### config.mk
export PLATFORM = sky130hd
export DESIGN_NAME = check_seq_ctrl
export DESIGN_NICKNAME = d
export VERILOG_FILES = /design/src/rtl/check_seq_ctrl_pkg.sv /design/src/rtl/check_seq_ctrl_sat_counter.sv /design/src/rtl/check_seq_ctrl.sv
export SDC_FILE = /design/constraint.sdc
export NUM_CORES = 1
export LEC_CHECK = 0
export ABC_AREA = 0
export CAP_MARGIN = 20
export CORE_MARGIN = 1
export CORE_UTILIZATION = 52
export CTS_BUF_LIST = sky130_fd_sc_hd__clkbuf_8
export CTS_CLUSTER_DIAMETER = 200
export CTS_CLUSTER_SIZE = 16
export DETAILED_ROUTE_END_ITERATION = 8
export PLACE_DENSITY = 0.8
export SLEW_MARGIN = 25
export SYNTH_ARGS = -nofsm -noshare
export SYNTH_HDL_FRONTEND = slang
export SYNTH_SLANG_ARGS = --single-unit
export TNS_END_PERCENT = 30
### constraint.sdc
create_clock -name clk -period 3.02 [get_ports clk]
set_input_delay 0.604 -clock clk [delete_from_list [all_inputs] [get_ports clk]]
set_output_delay 0.604 -clock clk [all_outputs]
set_load 0.05 [all_outputs]
### src/rtl/check_seq_ctrl_pkg.sv
// Shared state encoding and default widths for the sequence-detector sequencer.
package check_seq_ctrl_pkg;
    localparam logic [2:0] ST_IDLE  = 3'd0;
    localparam logic [2:0] ST_LOAD  = 3'd1;
    localparam logic [2:0] ST_SHIFT = 3'd2;
    localparam logic [2:0] ST_DRAIN = 3'd3;
    localparam logic [2:0] ST_DONE  = 3'd4;

    typedef enum logic [2:0] {
        S_IDLE  = ST_IDLE,
        S_LOAD  = ST_LOAD,
        S_SHIFT = ST_SHIFT,
        S_DRAIN = ST_DRAIN,
        S_DONE  = ST_DONE
    } state_e;

    localparam int DEF_DATA_W  = 8;
    localparam int DEF_LOOP_W  = 4;
    localparam int DEF_CNT_W   = 8;
    localparam int DEF_HIT_LAT = 1;
endpackage

### src/rtl/check_seq_ctrl_sat_counter.sv
// Saturating event counter; clear has priority over increment.
module sat_counter #(
    parameter int CNT_W = 8
) (
    input  logic             clk,
    input  logic             rst_,
    input  logic             clr_i,
    input  logic             inc_i,
    output logic [CNT_W-1:0] count_o,
    output logic             sat_o
);
    logic [CNT_W-1:0] count_q, count_d;
    logic             sat_q, sat_d;

    always_comb begin
        count_d = count_q;
        sat_d   = sat_q;
        if (clr_i) begin
            count_d = '0;
            sat_d   = 1'b0;
        end else if (inc_i) begin
            if (count_q != '1) count_d = count_q + CNT_W'(1);
            // sticky once the count reaches all-ones
            if (count_d == '1) sat_d = 1'b1;
        end
    end

    always_ff @(posedge clk) begin
        if (!rst_) begin
            count_q <= '0;
            sat_q   <= 1'b0;
        end else begin
            count_q <= count_d;
            sat_q   <= sat_d;
        end
    end

    assign count_o = count_q;
    assign sat_o   = sat_q;
endmodule

### src/rtl/check_seq_ctrl.sv
// Accepts a word, clears the detector, shifts the word LSB-first for N passes
// and counts detector hits with a saturating counter.
module check_seq_ctrl
    import check_seq_ctrl_pkg::*;
#(
    parameter int DATA_W  = DEF_DATA_W,
    parameter int LOOP_W  = DEF_LOOP_W,
    parameter int CNT_W   = DEF_CNT_W,
    parameter int HIT_LAT = DEF_HIT_LAT
) (
    input  logic              clk,
    input  logic              rst_,
    input  logic              in_valid,
    output logic              in_ready,
    input  logic [DATA_W-1:0] in_data,
    input  logic [LOOP_W-1:0] in_loops,
    input  logic              abort,
    output logic              det_din,
    output logic              det_clr,
    input  logic              det_hit,
    output logic              busy,
    output logic              done,
    output logic [CNT_W-1:0]  hit_count,
    output logic              hit_sat
);
    localparam int BIT_W      = (DATA_W > 1) ? $clog2(DATA_W) : 1;
    localparam int DRAIN_LAST = (HIT_LAT > 0) ? HIT_LAT - 1 : 0;

    state_e            state_q, state_d;
    logic [DATA_W-1:0] shreg_q, shreg_d;
    logic [LOOP_W-1:0] loops_q, loops_d;
    logic [BIT_W-1:0]  bit_q, bit_d;
    logic [1:0]        drain_q, drain_d;
    logic              cnt_clr, cnt_inc;
    logic [CNT_W-1:0]  cnt;
    logic              cnt_sat;

    always_comb begin
        state_d = state_q;
        shreg_d = shreg_q;
        loops_d = loops_q;
        bit_d   = bit_q;
        drain_d = drain_q;
        cnt_clr = 1'b0;
        cnt_inc = 1'b0;
        case (state_q)
            S_IDLE: begin
                if (in_valid) begin
                    shreg_d = in_data;
                    loops_d = (in_loops == '0) ? LOOP_W'(1) : in_loops;
                    bit_d   = '0;
                    cnt_clr = 1'b1;
                    state_d = S_LOAD;
                end
            end
            S_LOAD: begin
                drain_d = '0;
                state_d = S_SHIFT;
            end
            S_SHIFT: begin
                shreg_d = {shreg_q[0], shreg_q[DATA_W-1:1]};
                cnt_inc = det_hit;
                if (bit_q == BIT_W'(DATA_W - 1)) begin
                    bit_d = '0;
                    if (loops_q == LOOP_W'(1))
                        state_d = (HIT_LAT == 0) ? S_DONE : S_DRAIN;
                    else
                        loops_d = loops_q - LOOP_W'(1);
                end else begin
                    bit_d = bit_q + BIT_W'(1);
                end
            end
            S_DRAIN: begin
                // catches hits for the last bits still in the detector pipeline
                cnt_inc = det_hit;
                drain_d = drain_q + 2'd1;
                if (drain_q == 2'(DRAIN_LAST)) state_d = S_DONE;
            end
            S_DONE:  state_d = S_IDLE;
            default: state_d = S_IDLE;
        endcase
        if (abort && (state_q == S_LOAD || state_q == S_SHIFT || state_q == S_DRAIN))
            state_d = S_IDLE;
    end

    always_ff @(posedge clk) begin
        if (!rst_) begin
            state_q <= S_IDLE;
            shreg_q <= '0;
            loops_q <= '0;
            bit_q   <= '0;
            drain_q <= '0;
        end else begin
            state_q <= state_d;
            shreg_q <= shreg_d;
            loops_q <= loops_d;
            bit_q   <= bit_d;
            drain_q <= drain_d;
        end
    end

    sat_counter #(.CNT_W(CNT_W)) u_hit_cnt (
        .clk     (clk),
        .rst_    (rst_),
        .clr_i   (cnt_clr),
        .inc_i   (cnt_inc),
        .count_o (cnt),
        .sat_o   (cnt_sat)
    );

    // outputs are forced low while reset is asserted, before the edge lands
    assign in_ready  = rst_ && (state_q == S_IDLE);
    assign busy      = rst_ && (state_q != S_IDLE);
    assign done      = rst_ && (state_q == S_DONE);
    assign det_clr   = rst_ && (state_q == S_LOAD);
    assign det_din   = rst_ && (state_q == S_SHIFT) && shreg_q[0];
    assign hit_count = rst_ ? cnt : '0;
    assign hit_sat   = rst_ && cnt_sat;
endmodule

==> metrics.txt <==
Via density 5.399; GP Congestion 0.8097; register area share after synthesis 35.31%; Syn Area/Cell 7.611 µm²; initial DRC count 94; run status finished, final reports clean; CTS Buf Count 5; startpoint type of the worst setup path primary input; max-slew violation count 0; Post-CTS Hold Buffers 0; Critical Path Sink Type output pin; Pwr Total 912.0 µW; max-cap violations 0; RR Startpoint state_q[1]; ranking of synthesized cells by area dfxtp_1, nor2_1, nand2_1, a311oi_1, ha_1; largest net degree at the start of global routing 20; Rel. slew slack 65.88%; I/O pins 31; vias 1,555; Hold Path Class flop to flop; post_cts resized 0; die height 58.23 µm; Layout area overhead 33.71%; mux cell area share after synthesis 0.6088%; clk root buf clkbuf_8; Max IR drop VDD 0.0003121 V; worst setup margin 0.6456 ns; Final TNS setup 0 ns; Fin. Hold Viols 0; critical path class primary input to output pin; Die W 58.23 µm; combinational group share of total power 15.3%; Post-CTS Repair Setup Buffers 0; post-synth top area share 35.31%; Adder-Cell Fraction of Synth Area 4.566%; Tot GR Track Use 23.22%; Max clock buf depth 2; Nets 266; switching part of the total 26.23%; ys flop type dfxtp_1; Pwr Density 414.9 mW/mm²; worst hold start loops_q[3]; complex-gate fraction of the synthesized area 19.25%; DRT antenna net count 0; EDFF count, synth 0; crit path from rst_; Overflow after GRT 0; skew final 0.005128 ns; area share of xor/xnor cells in the synthesized design 1.598%; vias in the first global route 1,387; # port buffers 30; Cell Int Power 672.7 µW; routed len/inst 12.11 µm; share of cells above drive strength 1 11.48%; Syn Inst Count 216; post-DP HPWL 2.435 mm; Max Fclk 421.2 MHz; RSZ-0062 raised after global routing no; Post-route DRC 0; power share of the clock group 38.9%; Synth Cell Area 0.001644 mm²; Flop pwr share 45.9%; syn nets 239; clk sinks 29; pre-CTS WS 0.6360 ns; most frequent cells in the layout nor2_1, nand2_1, dfxtp_1; fin crit share 78.62%; Detailed Routing Iterations Pass 1 4; largest family of logic cells by synthesized area simple AND/OR/NAND/NOR gates; Core ar. 0.003028 mm²; CTS H-Tree Depth 2; min Tclk post-route 2.374 ns; Leak 0.0008371 µW; FFs w/ async S/R, synth 0%; Yosys Warn Count 0; P_sw 239.2 µW; Slew @ Worst Pin 0.5107 ns; Crit Path Max Fanout 19; worst-skew pair later-pin latency 0.28 ns; Distinct cells, synth 44; die footprint 0.003391 mm²; final setup violation count 0; cell taking the most area after synthesis dfxtp_1; Starting Density 54.30%; Antenna Cells 0; Routed Wire Length 3.489 mm; Synth Register Bits 29; required time worst endpoint 2.42 ns; most common cell after layout, fill and taps aside nor2_1; TritonCTS clock tree yes; Synth Area in Simple Gates 33.33%; initial antenna violation count 0; Data arrival, critical path 1.77 ns; # rows 20; clk slew on worst S/H paths 0.06 ns; first-pass GRT wire length 5.989 mm
-- power by group through the flow --
stage	combinational, µW	sequential, µW	clock [µW]
2_1_floorplan	93.5	419	0
3_3_place_gp	137	426	0
3_5_place_dp	139	426	0
4_1_cts	140	418	361
5_1_grt	155	422	381
6_report	139	418	354
-- final cells by class --
type | instances | area [µm²]
Clock buffer | 7 | 96.34
Clock inverter | 1 | 5.005
Fill cell | 233 | 829.5
Inverter | 6 | 22.52
Multi-Input combinational cell | 168 | 975.9
Sequential cell | 29 | 580.6
Tap cell | 44 | 55.05
Timing Repair Buffer | 33 | 462.9
-- layer usage --
metal / vias up / global-route usage, % / wire, µm
met5: - / 0 / 0
met4: 0 / 11.22 / 60
met3: 6 / 6.696 / 176
met2: 44 / 35.30 / 1550
met1: 695 / 30.19 / 1701
li1: 810 / - / -
-- Yosys cell counts, drive strengths merged (4+ instances only) --
master	instances
nand2b	6
a21oi	9
ha	6
and2	10
nand2	30
dfxtp	29
nor3b	4
or3	4
clkbuf	7
nor2	32
and3	4
a311oi	9
nor3	7
nand3	7
inv	6
o21ai	11
buf	6
-- flip-flops by register name, indices dropped and copies added (netlist names) --
| signal | count |
|---|---|
| bit_q | 3 |
| drain_q | 2 |
| loops_q | 4 |
| shreg_q | 8 |
| state_q | 3 |
| u_hit_cnt.count_o | 8 |
| u_hit_cnt.sat_o | 1 |
-- metrics by stage --
| step | instances | instance area [µm²] | util [%] | hold WS [ns] |
|---|---|---|---|---|
| after CTS | 288 | 2198 | 72.60 | 0.4697 |
| after global routing | 288 | 2198 | 72.60 | 0.4970 |
| after floorplan | 216 | 1644 | - | 0.4381 |
| final | 288 | 2198 | 72.60 | 0.4628 |
| after global placement | 280 | 2097 | 69.26 | 0.4500 |
| after detailed placement | 280 | 2097 | 69.26 | 0.4613 |
-- final timing paths --
path         cells past startpoint  slack [ns]    endpoint
max                              5        0.65        busy
min                              2        0.46  loops_q[3]
max reg2reg                      4        1.02  loops_q[3]
min reg2reg                      2        0.46  loops_q[3]
-- cell families (layout without fill, tap and decap cells) --
logic type | count (synthesis) | in the layout
adders and majority gates | 6 | 6
AOI/OAI and AO/OA | 46 | 46
muxes | 1 | 1
buffers and inverters | 19 | 47
and+or+nand+nor | 112 | 112
DFF | 29 | 29
xor gates and xnor gates | 3 | 3
-- critical path, cell delays in order --
cell	delay [ns]
clkdlybuf4s50_1	0.49
buf_4	0.22
inv_1	0.07
nor2_1	0.21
buf_12	0.17
Power figures use the tool's default switching activity.
